--- config.mk ---
export PLATFORM = sky130hd
export DESIGN_NAME = control_fsm_flat
export DESIGN_NICKNAME = d
export VERILOG_FILES = /design/src/rtl/control_fsm_pkg.sv /design/src/rtl/control_fsm_if.sv /design/src/rtl/control_fsm_step_sync.sv /design/src/rtl/control_fsm.sv /design/src/flat_wrapper.sv
export SDC_FILE = /design/constraint.sdc
export NUM_CORES = 1
export LEC_CHECK = 0
export CORE_MARGIN = 2
export CORE_UTILIZATION = 43
export DETAILED_ROUTE_END_ITERATION = 6
export GPL_ROUTABILITY_DRIVEN = 0
export PLACE_DENSITY = 0.83
export SLEW_MARGIN = 20
export SYNTH_ARGS = -nofsm -noshare
export SYNTH_HDL_FRONTEND = slang
export SYNTH_SLANG_ARGS = --single-unit
--- constraint.sdc ---
create_clock -name clk -period 1.6 [get_ports clk]
set_clock_uncertainty 0.05 [all_clocks]
set_input_delay 0.32 -clock clk [delete_from_list [all_inputs] [get_ports clk]]
set_output_delay 0.32 -clock clk [all_outputs]
set_load 0.02 [all_outputs]
--- src/rtl/control_fsm_pkg.sv ---
// ============================================================================
// control_fsm_pkg : state codes, opcode/ext fields, ALU and operand-B codes
//                   shared by the control FSM and the datapath.
// Revision        : 1.0
// ============================================================================
`default_nettype none

package control_fsm_pkg;

    typedef enum logic [3:0] {
        ST_RST    = 4'd0,
        ST_FETCH  = 4'd1,
        ST_DECODE = 4'd2,
        ST_EXEC   = 4'd3,
        ST_MEM    = 4'd4,
        ST_WB     = 4'd5
    } state_e;

    localparam logic [3:0] OP_RTYPE = 4'b0000;
    localparam logic [3:0] OP_ANDI  = 4'b0001;
    localparam logic [3:0] OP_ORI   = 4'b0010;
    localparam logic [3:0] OP_XORI  = 4'b0011;
    localparam logic [3:0] OP_MEM   = 4'b0100;
    localparam logic [3:0] OP_ADDI  = 4'b0101;
    localparam logic [3:0] OP_SUBI  = 4'b1001;
    localparam logic [3:0] OP_CMPI  = 4'b1011;
    localparam logic [3:0] OP_MOVI  = 4'b1101;
    localparam logic [3:0] OP_LUI   = 4'b1111;

    localparam logic [3:0] EXT_AND  = 4'b0001;
    localparam logic [3:0] EXT_OR   = 4'b0010;
    localparam logic [3:0] EXT_XOR  = 4'b0011;
    localparam logic [3:0] EXT_ADD  = 4'b0101;
    localparam logic [3:0] EXT_SUB  = 4'b1001;
    localparam logic [3:0] EXT_CMP  = 4'b1011;
    localparam logic [3:0] EXT_MOV  = 4'b1101;
    localparam logic [3:0] EXT_LOAD = 4'b0000;
    localparam logic [3:0] EXT_STOR = 4'b0100;

    localparam logic [4:0] ALU_AND = 5'b00000;
    localparam logic [4:0] ALU_OR  = 5'b00001;
    localparam logic [4:0] ALU_XOR = 5'b00010;
    localparam logic [4:0] ALU_ADD = 5'b00011;
    localparam logic [4:0] ALU_SUB = 5'b00100;
    localparam logic [4:0] ALU_CMP = 5'b00101;
    localparam logic [4:0] ALU_MOV = 5'b01000;

    localparam logic [1:0] BSRC_REG  = 2'd0;
    localparam logic [1:0] BSRC_SEXT = 2'd1;
    localparam logic [1:0] BSRC_ZEXT = 2'd2;
    localparam logic [1:0] BSRC_LUI  = 2'd3;

    typedef enum logic [1:0] {
        CLS_ILLEGAL = 2'd0,
        CLS_ALU     = 2'd1,
        CLS_LOAD    = 2'd2,
        CLS_STOR    = 2'd3
    } iclass_e;

    typedef struct packed {
        iclass_e    cls;
        logic [4:0] alu;
        logic [1:0] bsrc;
        logic       sets_flags;
    } idec_t;

    typedef struct packed {
        logic       mem_req;
        logic       mem_we;
        logic       iord;
        logic       reg_write;
        logic       reg_write_src;
        logic       alu_A_src;
        logic       flag_en;
        logic [1:0] alu_B_src;
        logic [4:0] alu_cont;
    } ctrl_t;

    function automatic idec_t decode_inst(input logic [15:0] inst);
        idec_t d;
        d.cls        = CLS_ALU;
        d.alu        = ALU_ADD;
        d.bsrc       = BSRC_REG;
        d.sets_flags = 1'b0;
        case (inst[15:12])
            OP_RTYPE: begin
                case (inst[7:4])
                    EXT_AND: d.alu = ALU_AND;
                    EXT_OR:  d.alu = ALU_OR;
                    EXT_XOR: d.alu = ALU_XOR;
                    EXT_ADD: d.alu = ALU_ADD;
                    EXT_SUB: d.alu = ALU_SUB;
                    EXT_CMP: begin d.alu = ALU_CMP; d.sets_flags = 1'b1; end
                    EXT_MOV: d.alu = ALU_MOV;
                    default: d.cls = CLS_ILLEGAL;
                endcase
            end
            OP_ANDI: begin d.alu = ALU_AND; d.bsrc = BSRC_ZEXT; end
            OP_ORI:  begin d.alu = ALU_OR;  d.bsrc = BSRC_ZEXT; end
            OP_XORI: begin d.alu = ALU_XOR; d.bsrc = BSRC_ZEXT; end
            OP_ADDI: begin d.alu = ALU_ADD; d.bsrc = BSRC_SEXT; end
            OP_SUBI: begin d.alu = ALU_SUB; d.bsrc = BSRC_SEXT; end
            OP_CMPI: begin d.alu = ALU_CMP; d.bsrc = BSRC_SEXT; d.sets_flags = 1'b1; end
            OP_MOVI: begin d.alu = ALU_MOV; d.bsrc = BSRC_SEXT; end
            // LUI passes the shifted immediate straight through the ALU
            OP_LUI:  begin d.alu = ALU_MOV; d.bsrc = BSRC_LUI; end
            OP_MEM: begin
                case (inst[7:4])
                    EXT_LOAD: d.cls = CLS_LOAD;
                    EXT_STOR: d.cls = CLS_STOR;
                    default:  d.cls = CLS_ILLEGAL;
                endcase
            end
            default: d.cls = CLS_ILLEGAL;
        endcase
        return d;
    endfunction

    function automatic ctrl_t ctrl_for(input state_e st, input logic [15:0] inst);
        ctrl_t c;
        idec_t d;
        c = '0;
        d = decode_inst(inst);
        case (st)
            ST_FETCH: c.mem_req = 1'b1;
            ST_MEM: begin
                c.mem_req = 1'b1;
                c.iord    = 1'b1;
                c.mem_we  = (d.cls == CLS_STOR);
            end
            ST_EXEC: begin
                c.alu_A_src = 1'b1;
                c.alu_B_src = d.bsrc;
                c.alu_cont  = d.alu;
                c.flag_en   = d.sets_flags;
                c.reg_write = ~d.sets_flags;
            end
            ST_WB: begin
                c.reg_write     = 1'b1;
                c.reg_write_src = 1'b1;
            end
            default: c = '0;
        endcase
        return c;
    endfunction

endpackage

`default_nettype wire

--- src/rtl/control_fsm_if.sv ---
// ============================================================================
// control_fsm_if : memory handshake and datapath control bundle of control_fsm.
// Revision       : 1.0
// ============================================================================
`default_nettype none

interface control_fsm_if #(
    parameter int DATA_W = 16
);
    logic [DATA_W-1:0] mem_rdata;
    logic              mem_ack;
    logic              mem_req;
    logic              mem_we;
    logic              iord;
    logic [DATA_W-1:0] ir;
    logic              pc_en;
    logic              reg_write;
    logic              reg_write_src;
    logic              alu_A_src;
    logic              flag_en;
    logic [1:0]        alu_B_src;
    logic [4:0]        alu_cont;
    logic              illegal;
    logic [3:0]        state;

    modport master (
        input  mem_rdata, mem_ack,
        output mem_req, mem_we, iord, ir, pc_en, reg_write, reg_write_src,
               alu_A_src, flag_en, alu_B_src, alu_cont, illegal, state
    );

    modport slave (
        output mem_rdata, mem_ack,
        input  mem_req, mem_we, iord, ir, pc_en, reg_write, reg_write_src,
               alu_A_src, flag_en, alu_B_src, alu_cont, illegal, state
    );
endinterface

`default_nettype wire

--- src/rtl/control_fsm_step_sync.sv ---
// ============================================================================
// step_sync : two-flop synchronizer and falling-edge detector for the
//             active-low single-step button.
// Revision  : 1.0
// ============================================================================
`default_nettype none

module step_sync (
    input  logic clk,
    input  logic reset,
    input  logic step_i,
    output logic pulse_o
);
    logic [2:0] sync_q;

    always_ff @(posedge clk or negedge reset) begin
        if (!reset) begin
            sync_q <= 3'b111;
        end else begin
            sync_q <= {sync_q[1:0], step_i};
        end
    end

    assign pulse_o = sync_q[2] & ~sync_q[1];
endmodule

`default_nettype wire

--- src/rtl/control_fsm.sv ---
// ============================================================================
// control_fsm : multicycle fetch/decode/execute controller with sticky
//               illegal flag; CONTROL_FSM_STEP_EN adds single-step gating.
// Revision    : 1.0
// ============================================================================
`default_nettype none

module control_fsm
    import control_fsm_pkg::*;
#(
    parameter int DATA_W      = 16,
    parameter int MEM_TIMEOUT = 0
) (
    input  logic          clk,
    input  logic          reset,
    control_fsm_if.master bus
`ifdef CONTROL_FSM_STEP_EN
    ,
    input  logic          step
`endif
);
    state_e            state_q, state_d;
    logic [DATA_W-1:0] ir_q, ir_d;
    logic              illegal_q, illegal_d;
    logic [31:0]       wait_q, wait_d;
    ctrl_t             ctrl_q;
    idec_t             w_dec;
    logic              w_timeout;
    logic              w_step_ok;
    logic              w_pc_en;

`ifdef CONTROL_FSM_STEP_EN
    logic w_step_pulse;
    logic armed_q;

    step_sync u_step_sync (
        .clk     (clk),
        .reset   (reset),
        .step_i  (step),
        .pulse_o (w_step_pulse)
    );

    // A press is remembered until the instruction it releases leaves FETCH
    always_ff @(posedge clk or negedge reset) begin
        if (!reset) begin
            armed_q <= 1'b0;
        end else if (state_q == ST_FETCH && state_d == ST_DECODE) begin
            armed_q <= 1'b0;
        end else if (w_step_pulse) begin
            armed_q <= 1'b1;
        end
    end

    assign w_step_ok = armed_q | w_step_pulse;
`else
    assign w_step_ok = 1'b1;
`endif

    assign w_dec     = decode_inst(ir_q[15:0]);
    assign w_timeout = (MEM_TIMEOUT > 0) && (wait_q == 32'(MEM_TIMEOUT - 1));

    always_comb begin
        state_d   = state_q;
        ir_d      = ir_q;
        illegal_d = illegal_q;
        wait_d    = '0;
        w_pc_en   = 1'b0;
        case (state_q)
            ST_RST: state_d = ST_FETCH;
            ST_FETCH: begin
                if (bus.mem_ack && w_step_ok) begin
                    ir_d    = bus.mem_rdata;
                    w_pc_en = 1'b1;
                    state_d = ST_DECODE;
                end else if (!bus.mem_ack) begin
                    if (w_timeout) begin
                        illegal_d = 1'b1;
                    end else if (MEM_TIMEOUT > 0) begin
                        wait_d = wait_q + 32'd1;
                    end
                end
            end
            ST_DECODE: begin
                case (w_dec.cls)
                    CLS_ALU:             state_d = ST_EXEC;
                    CLS_LOAD, CLS_STOR:  state_d = ST_MEM;
                    default: begin
                        illegal_d = 1'b1;
                        state_d   = ST_FETCH;
                    end
                endcase
            end
            ST_EXEC: state_d = ST_FETCH;
            ST_MEM: begin
                if (bus.mem_ack) begin
                    state_d = (w_dec.cls == CLS_LOAD) ? ST_WB : ST_FETCH;
                end else if (w_timeout) begin
                    illegal_d = 1'b1;
                    state_d   = ST_FETCH;
                end else if (MEM_TIMEOUT > 0) begin
                    wait_d = wait_q + 32'd1;
                end
            end
            ST_WB:   state_d = ST_FETCH;
            default: state_d = ST_RST;
        endcase
    end

    // Outputs are precomputed from the next state so they are registers
    always_ff @(posedge clk or negedge reset) begin
        if (!reset) begin
            state_q   <= ST_RST;
            ir_q      <= '0;
            illegal_q <= 1'b0;
            wait_q    <= '0;
            ctrl_q    <= '0;
        end else begin
            state_q   <= state_d;
            ir_q      <= ir_d;
            illegal_q <= illegal_d;
            wait_q    <= wait_d;
            ctrl_q    <= ctrl_for(state_d, ir_d[15:0]);
        end
    end

    assign bus.mem_req       = ctrl_q.mem_req;
    assign bus.mem_we        = ctrl_q.mem_we;
    assign bus.iord          = ctrl_q.iord;
    assign bus.reg_write     = ctrl_q.reg_write;
    assign bus.reg_write_src = ctrl_q.reg_write_src;
    assign bus.alu_A_src     = ctrl_q.alu_A_src;
    assign bus.flag_en       = ctrl_q.flag_en;
    assign bus.alu_B_src     = ctrl_q.alu_B_src;
    assign bus.alu_cont      = ctrl_q.alu_cont;
    assign bus.pc_en         = w_pc_en;
    assign bus.ir            = ir_q;
    assign bus.illegal       = illegal_q;
    assign bus.state         = state_q;
endmodule

`default_nettype wire
--- src/flat_wrapper.sv ---
// flat-port wrapper written by rule: the top's interface ports become plain ports
module control_fsm_flat import control_fsm_pkg::*;
#(
    parameter int DATA_W      = 16,
    parameter int MEM_TIMEOUT = 0
)
  (clk, reset, bus_mem_rdata, bus_mem_ack, bus_mem_req, bus_mem_we, bus_iord, bus_ir, bus_pc_en, bus_reg_write, bus_reg_write_src, bus_alu_A_src, bus_flag_en, bus_alu_B_src, bus_alu_cont, bus_illegal, bus_state);
  control_fsm_if #(.DATA_W(DATA_W)) bus_i ();
  input  logic clk;
  input  logic reset;
  input wire logic [$bits(bus_i.mem_rdata)-1:0] bus_mem_rdata;
  input wire logic [$bits(bus_i.mem_ack)-1:0] bus_mem_ack;
  output wire logic [$bits(bus_i.mem_req)-1:0] bus_mem_req;
  output wire logic [$bits(bus_i.mem_we)-1:0] bus_mem_we;
  output wire logic [$bits(bus_i.iord)-1:0] bus_iord;
  output wire logic [$bits(bus_i.ir)-1:0] bus_ir;
  output wire logic [$bits(bus_i.pc_en)-1:0] bus_pc_en;
  output wire logic [$bits(bus_i.reg_write)-1:0] bus_reg_write;
  output wire logic [$bits(bus_i.reg_write_src)-1:0] bus_reg_write_src;
  output wire logic [$bits(bus_i.alu_A_src)-1:0] bus_alu_A_src;
  output wire logic [$bits(bus_i.flag_en)-1:0] bus_flag_en;
  output wire logic [$bits(bus_i.alu_B_src)-1:0] bus_alu_B_src;
  output wire logic [$bits(bus_i.alu_cont)-1:0] bus_alu_cont;
  output wire logic [$bits(bus_i.illegal)-1:0] bus_illegal;
  output wire logic [$bits(bus_i.state)-1:0] bus_state;
  assign bus_i.mem_rdata = bus_mem_rdata;
  assign bus_i.mem_ack = bus_mem_ack;
  assign bus_mem_req = bus_i.mem_req;
  assign bus_mem_we = bus_i.mem_we;
  assign bus_iord = bus_i.iord;
  assign bus_ir = bus_i.ir;
  assign bus_pc_en = bus_i.pc_en;
  assign bus_reg_write = bus_i.reg_write;
  assign bus_reg_write_src = bus_i.reg_write_src;
  assign bus_alu_A_src = bus_i.alu_A_src;
  assign bus_flag_en = bus_i.flag_en;
  assign bus_alu_B_src = bus_i.alu_B_src;
  assign bus_alu_cont = bus_i.alu_cont;
  assign bus_illegal = bus_i.illegal;
  assign bus_state = bus_i.state;
  control_fsm #(.DATA_W(DATA_W), .MEM_TIMEOUT(MEM_TIMEOUT)) u_core (.clk(clk), .reset(reset), .bus(bus_i));
endmodule
==> results.json, run 1 <==
{
  "worst-r2r-cell-count": 5,
  "filler_cell_count": 257,
  "drt_pass1_iterations": 6,
  "area_occupied_by_multi_input_gates_sq_um": 1230,
  "cp_data_required_time_ns": 1.75,
  "cts.reportedPaths.clkPinSlew_ns": 0.08,
  "p_switching_mw": 1.32,
  "grt_antenna_before_repair": 0,
  "async_flop_share": 1.00,
  "synth-edff-count": 0,
  "holdWs_ns": 0.330,
  "rr_endpoint": "u_core.bus.alu_cont[3]",
  "final_slew_violations": 0,
  "final_hold_viol_count": 0,
  "ctsHtreeMaxLevel": 2,
  "syn_area_sq_um": 1940,
  "cts.root.buffer_cell": "clkbuf_8",
  "switching_share": 0.390,
  "number_of_buffers_added_by_the_clock_tree_synthesis_step": 5,
  "detail_route.iter0.violations": 280,
  "first_global_vias": 2302,
  "run_status": "complete, but fails checks",
  "grt_start_max_net_pins": 35,
  "drive_above_1_share": 0.415,
  "synth.avg_cell_area_sq_um": 8.71,
  "relative_contribution_of_combinational_cells_to_total_power": 0.472,
  "drt-total-wl_microns": 8160,
  "crit_fanout": 4,
  "cap_viol_max_count": 0,
  "sort_of_element_at_the_end_of_the_critical_path": "flop",
  "cts_tree": "done",
  "cp_data_arrival_time_ns": 2.01,
  "placed_insts": 366,
  "report.final.setup_viol": 15,
  "cp-startpoint": "u_core.bus.ir[15]",
  "antenna-diode-count": 0,
  "die_height_microns": 71.2,
  "pin_count": 55,
  "global_route.usage.total": 0.301,
  "seq_power_share": 0.323,
  "critical_path.endpoint": "u_core.bus.alu_cont[3]",
  "ys_seq_area_frac": 0.438,
  "fp.dieArea_sq_um": 5070,
  "core_area_sq_um": 4350,
  "floorplan.initialDensity": 0.446,
  "drc": 0,
  "violations": "negative setup slack",
  "vdd.ir_drop.worst_v": 0.000652,
  "p_int_mw": 2.06,
  "routed-via-count": 2471,
  "worst_slack_ns": -0.253,
  "setup.reg_to_reg.worst_slack_ns": -0.25,
  "final_cell_count_no_fill": 394,
  "grt_remaining_overflow": 0,
  "path_category_of_the_worst_min_delay_check": "input pin to asynchronous set/reset pin",
  "finalCritPeriodShare": 1.16,
  "hpwl_microns": 4260,
  "wire_length_of_the_first_global_routing_pass_microns": 11600,
  "routed_length_per_placed_instance_microns": 20.7,
  "tritoncts_num_sinks": 34,
  "rsz_0062_raised_after_global_routing": "yes",
  "post_synth_num_cell_types": 54,
  "total_leakage_power_nw": 1.78,
  "ys_dominant_reg_cell": "dfrtp_1",
  "synth_seq_cells": 34,
  "ff_latch_area_sq_um": 862,
  "crit_slowest_cell": "or4_4",
  "start_kind": "flop",
  "route.detailed.vias_per_inst": 6.27,
  "power.share.clock": 0.204,
  "rr_startpoint": "u_core.bus.ir[15]",
  "die_w_microns": 71.2,
  "area.growth.synth_to_final_pct": 78.2,
  "period_minus_ws_final_ns": 1.85,
  "achievable-frequency_ghz": 0.540,
  "worstSkewPairLatency_ns": 0.30,
  "final_nets": 360,
  "buffer_ports.inserted": 53,
  "cp_cell_sequence": "or4_4 -> a211oi_4 -> buf_4 -> o2bb2ai_2 -> a211oi_2",
  "crit_path_max_incr_delay_ns": 0.58,
  "setup_tns_ns": -1.79,
  "drt.antenna.violating_nets": 0,
  "critical_path_class": "flop to flop",
  "clockBufferDepth": 2,
  "row_cnt": 24,
  "powerDensity_nw_per_um2": 977,
  "yosys_warnings": 0,
  "syn_inst": 223
}
## timing repair
action	4_1_cts	5_1_grt
hold buffers	0	0
resized for setup	87	46
gates cloned	2	0
buffers inserted	9	10
setup endpoints to repair	41	30
pin swaps	17	17
## placed cells by master, fill, tap and decap left out, types with 2 or more instances in the layout
cell type / synthesis / layout
mux2i_1: 2 / 2
or4_4: 0 / 2
a211o_4: 0 / 2
nor4_1: 4 / 2
nand3_1: 6 / 6
o21ai_1: 0 / 4
nand2b_1: 3 / 2
a31oi_1: 4 / 4
nor4_4: 0 / 3
nor2_4: 0 / 2
clkdlybuf4s50_1: 0 / 13
conb_1: 1 / 2
nor4b_4: 0 / 2
nor3b_1: 4 / 2
inv_4: 1 / 2
inv_1: 7 / 6
dlygate4sd2_1: 0 / 24
dfrtp_2: 0 / 9
o211a_1: 2 / 2
or3_1: 3 / 2
nor2b_4: 0 / 2
clkbuf_2: 1 / 4
nor2b_1: 4 / 2
buf_6: 2 / 16
dlymetal6s2s_1: 0 / 8
buf_4: 1 / 58
buf_12: 0 / 2
a21oi_2: 0 / 4
o21ai_0: 7 / 3
o21a_1: 2 / 2
nor2_1: 13 / 10
o211ai_1: 3 / 3
dfrtp_1: 34 / 25
a21oi_1: 8 / 3
clkbuf_8: 0 / 6
o2111ai_1: 3 / 2
nor3_2: 1 / 4
nand2_1: 55 / 53
## metal layers
layer  track usage  share of wire  wire length, microns  vias to the layer above
met4         0.172          0.065                   529                        0
met1         0.356           0.36                  2920                     1191
met3        0.0584          0.089                   725                       69
met5             0              0                     0                        -
met2         0.509           0.49                  3980                      186
li1              -              -                     -                     1025
## cells by family (layout without fill, tap and decap cells)
logic type	count (synthesis)	after routing	share of synthesized area
AO/OA/AOI/OAI	46	47	0.182
adder cells (fa/ha/maj)	1	1	0.00515
buffers and inverters	27	144	0.0689
flip-flops	34	34	0.438
multiplexers	2	2	0.0103
other	1	2	0.00193
AND/OR/NAND/NOR	112	112	0.294
## flip-flops by register name, indices dropped and copies added, names as in the netlist
name and cells:
u_core.bus.ir 16, u_core.bus.alu_cont 4, u_core.bus.state 4, u_core.bus.alu_B_src 2, u_core.bus.alu_A_src 1, u_core.bus.flag_en 1, u_core.bus.illegal 1, u_core.bus.iord 1
u_core.bus.mem_req 1, u_core.bus.mem_we 1, u_core.bus.reg_write 1, u_core.bus.reg_write_src 1
## synth_stat cells, types with 2 or more instances
cell       instances  area [sq um]
a211oi_1           2          15.0
o21a_1             2          15.0
nor4b_1            2          17.5
or3_1              3          18.8
o2bb2ai_1          2          17.5
o2111ai_1          3          26.3
nand2b_1           3          18.8
nor4_1             4          25.0
a221oi_1           2          17.5
mux2i_1            2          20.0
o211a_1            2          20.0
dfrtp_1           34           851
nand2_1           55           206
o211ai_1           3          22.5
buf_2              8          40.0
inv_1              7          26.3
nand3_1            6          30.0
a21oi_1            8          40.0
nor3b_1            4          30.0
clkbuf_1           7          26.3
nor3_1             5          25.0
or4_1              2          15.0
nor2_1            13          48.8
buf_6              2          22.5
o21ai_0            7          35.0
nor2b_1            4          25.0
a31oi_1            4          25.0
## power groups by stage
| stage | registers, mW | clock network (mW) | logic, mW |
|---|---|---|---|
| after floorplan | 1.19 | 0 | 0.497 |
| after global placement | 1.08 | 0 | 1.16 |
| after detailed placement | 1.08 | 0 | 1.19 |
| after CTS | 1.08 | 0.689 | 1.31 |
| after global routing | 1.10 | 0.722 | 1.65 |
| final | 1.09 | 0.690 | 1.60 |
## final cells by class
class                      instances  share of cell area
sequential                        34               0.249
clock inverter                     2             0.00362
timing repair buffer             128               0.338
tap                               52              0.0188
clock buffer                       6              0.0239
multi-input combinational        164               0.356
inverter                           8              0.0101
## how the worst min path moves through the flow
stage | startpoint | endpoint | slack [ns] | depth (start not counted)
4_1_cts | reset | u_core.bus.ir[10] | 0.36 | 2
2_1_floorplan | reset | u_core.bus.alu_A_src | -0.03 | 0
3_3_place_gp | u_core.bus.illegal | u_core.bus.illegal | 0.40 | 1
5_1_grt | reset | u_core.bus.illegal | 0.35 | 2
6_report | reset | u_core.bus.illegal | 0.33 | 2
3_5_place_dp | u_core.bus.ir[2] | u_core.bus.ir[2] | 0.41 | 2
## critical path: cells and delay by family (launching register included)
family,cells,cell delay [ns]
AOI/OAI and AO/OA,3,0.51
and+or+nand+nor,1,0.58
buffers and inverters,1,0.15
DFF,1,0.45
## stage by stage
step | setup WS, ns | util | total power [mW] | area, sq um
global placement | -0.587 | 0.664 | 2.24 | 2890
floorplan | -0.194 | - | 1.68 | 1990
detailed placement | -0.580 | 0.664 | 2.28 | 2890
global route | -0.259 | 0.795 | 3.47 | 3460
CTS | -0.173 | 0.752 | 3.08 | 3270
finish | -0.253 | 0.795 | 3.38 | 3460
(Power assumes the default switching activity.)
==> run 2: changes to the inputs <==
ABC_AREA = 1   (was unset)
CORE_UTILIZATION = 42   (was 43)
==> run 2 against run 1 <==
  * The run still ends with negative setup slack left
  * Flip-flop and latch count unchanged
  * Non-clock buffer count decreased by 44
  * Core utilization down 10 points
  * Wire length fell by 40%
  * Global-route usage fell by 9.0 points
  * Register-to-register slack gained 0.19 ns
  * Combinational power rose by 50%
  * Final cell count decreased by 5.8%
  * Cell area down 19%
  * Critical path type unchanged
  * Largest cell class unchanged
==> results.json, run 2 <==
{
  "drt-total-wl_microns": 4870,
  "drt_pass1_iterations": 4,
  "wire_length_of_the_first_global_routing_pass_microns": 7250,
  "final_hold_viol_count": 0,
  "ctsHtreeMaxLevel": 2,
  "grt_remaining_overflow": 0,
  "placement.setup.worst_slack_ns": -0.438,
  "report.final.setup_viol": 7,
  "sort_of_element_at_the_end_of_the_critical_path": "flop",
  "cp_data_required_time_ns": 1.74,
  "ys_dominant_reg_cell": "dfrtp_1",
  "setup.reg_to_reg.worst_slack_ns": -0.07,
  "detail_route.iter0.violations": 154,
  "post-synth-top-area-fraction": 0.484,
  "cp_data_arrival_time_ns": 1.81,
  "power.total_mw": 4.35,
  "rr_endpoint": "u_core.bus.mem_we",
  "core_area_sq_um": 4030,
  "die_w_microns": 68.7,
  "synth.avg_cell_area_sq_um": 7.58,
  "worst-r2r-cell-count": 12,
  "rsz_0062_raised_after_global_routing": "yes",
  "synthDominantAreaCellType": "dfrtp_1",
  "async_flop_share": 1.00,
  "fp.dieArea_sq_um": 4720,
  "floorplan.initialDensity": 0.437,
  "drt.antenna.violating_nets": 0,
  "buffer_ports.inserted": 53,
  "largest_reg_flops": 16,
  "tritoncts_num_sinks": 34,
  "yosysMostFrequentCell": "nand2_1",
  "global_route.usage.total": 0.211,
  "route.detailed.vias_per_inst": 4.83,
  "path_category_of_the_worst_min_delay_check": "input pin to asynchronous set/reset pin",
  "vdd.ir_drop.worst_v": 0.000906,
  "hpwl_microns": 3450,
  "syn_area_sq_um": 1760,
  "powerDensity_nw_per_um2": 1560,
  "cp-startpoint": "u_core.bus.state[1]",
  "yosys_warnings": 0,
  "achievable-frequency_ghz": 0.600,
  "pin_count": 55,
  "grt_start_max_net_pins": 35,
  "layout.cells.most_common": "nand2_1",
  "ys_seq_area_frac": 0.484,
  "violations": "negative setup slack",
  "final_nets": 339,
  "post_synth_num_cell_types": 24,
  "first_global_vias": 1555,
  "synth_seq_cells": 34,
  "cap_viol_max_count": 0,
  "syn_inst": 232,
  "synth.area.top_cells": "dfrtp_1, nand2_1, inv_1, nand3_1, a21oi_1",
  "synth-edff-count": 0,
  "worstSkewPairLatency_ns": 0.30,
  "grt_antenna_before_repair": 0,
  "clockBufferDepth": 2,
  "netlist_top_cells_count": "nand2_1, dfrtp_1, inv_1, nand3_1, nor2_1",
  "start_kind": "flop",
  "cts.reportedPaths.clkPinSlew_ns": 0.07,
  "cts_tree": "done",
  "period_minus_ws_final_ns": 1.67,
  "filler_cell_count": 319,
  "area.growth.synth_to_final_pct": 58.7,
  "total_leakage_power_nw": 1.55,
  "drc": 0,
  "crit_fanout": 8,
  "final_slew_violations": 0,
  "holdWs_ns": 0.331,
  "row_cnt": 23,
  "die_height_microns": 68.7,
  "run_status": "complete, but fails checks",
  "setup_tns_ns": -0.269,
  "rr_startpoint": "u_core.bus.state[1]",
  "worst_slack_ns": -0.0663,
  "routed-via-count": 1791,
  "number_of_buffers_added_by_the_clock_tree_synthesis_step": 5,
  "drive_above_1_share": 0.299,
  "routed_length_per_placed_instance_microns": 13.1,
  "antenna-diode-count": 0,
  "cts.root.buffer_cell": "clkbuf_8",
  "finalCritPeriodShare": 1.04,
  "critical_path_class": "flop to flop",
  "layout_common_cells": "nand2_1, dfrtp_1, dlygate4sd2_1, buf_4, inv_1"
}
run 2: cell type report:
class / count / area, sq um / area share
multi-input cells: 161 / 887 / 0.318
flip-flops and latches: 34 / 852 / 0.305
repair buffers: 84 / 764 / 0.274
inverters: 34 / 130 / 0.0466
clock buffers: 6 / 82.6 / 0.0296
well taps: 50 / 62.6 / 0.0224
clock inverters: 2 / 12.5 / 0.00448
run 2: kinds of logic after synthesis:
family,share of synthesized area
compound gates,0.0853
buf+inv,0.0896
flops,0.484
other cells,0.00213
simple gates,0.339
run 2: metrics by stage:
step / instances / util / area (sq um)
after floorplan: 233 / - / 1770
after global placement: 359 / 0.632 / 2550
after detailed placement: 359 / 0.632 / 2550
after CTS: 369 / 0.665 / 2680
after global routing: 371 / 0.693 / 2790
final: 371 / 0.693 / 2790
run 2: worst max path at each step:
stage	endpoint
2_1_floorplan	u_core.bus.reg_write
3_3_place_gp	u_core.bus.alu_cont[0]
3_5_place_dp	u_core.bus.reg_write
4_1_cts	u_core.bus.alu_cont[0]
5_1_grt	u_core.bus.mem_we
6_report	u_core.bus.mem_we
run 2: routing by layer:
layer,vias up,global-route usage,routed length (microns),part of all wire
met2,52,0.327,2410,0.49
met1,835,0.281,2110,0.43
li1,893,-,-,-
met4,0,0.0711,88,0.018
met3,11,0.0649,269,0.055
met5,-,0,0,0
run 2: power breakdown:
part           leakage (nW)  internal [mW]  total [mW]  switching, mW
logic                  1.06          0.953        2.40           1.45
clock network        0.0472          0.345       0.672          0.326
registers             0.441           1.09        1.28          0.188
run 2: what timing repair did:
| item | CTS | global route |
|---|---|---|
| hold endpoints to repair | 0 | 0 |
| pin swaps | 5 | 8 |
| gates resized for setup | 59 | 33 |
| hold buffers | 0 | 0 |
| endpoints found under the setup margin | 42 | 17 |
| buffers inserted | 2 | 2 |
run 2: critical path, stage by stage, from the launching register on:
cell	delay [ns]
dfrtp_1	0.43
inv_2	0.08
nand2_2	0.07
nor2_4	0.23
nand2_1	0.13
nand2_4	0.15
nor2_4	0.05
nand2_1	0.08
nand2_1	0.05
nor2_1	0.09
nand2_1	0.06
nand2_1	0.05
nor2_1	0.03
==> run 3: changes to the inputs <==
CTS_CLUSTER_DIAMETER = 80   (was unset)
==> results of run 3 <==
Same layout as run 2: the final DEF is identical, and so are final timing and power.
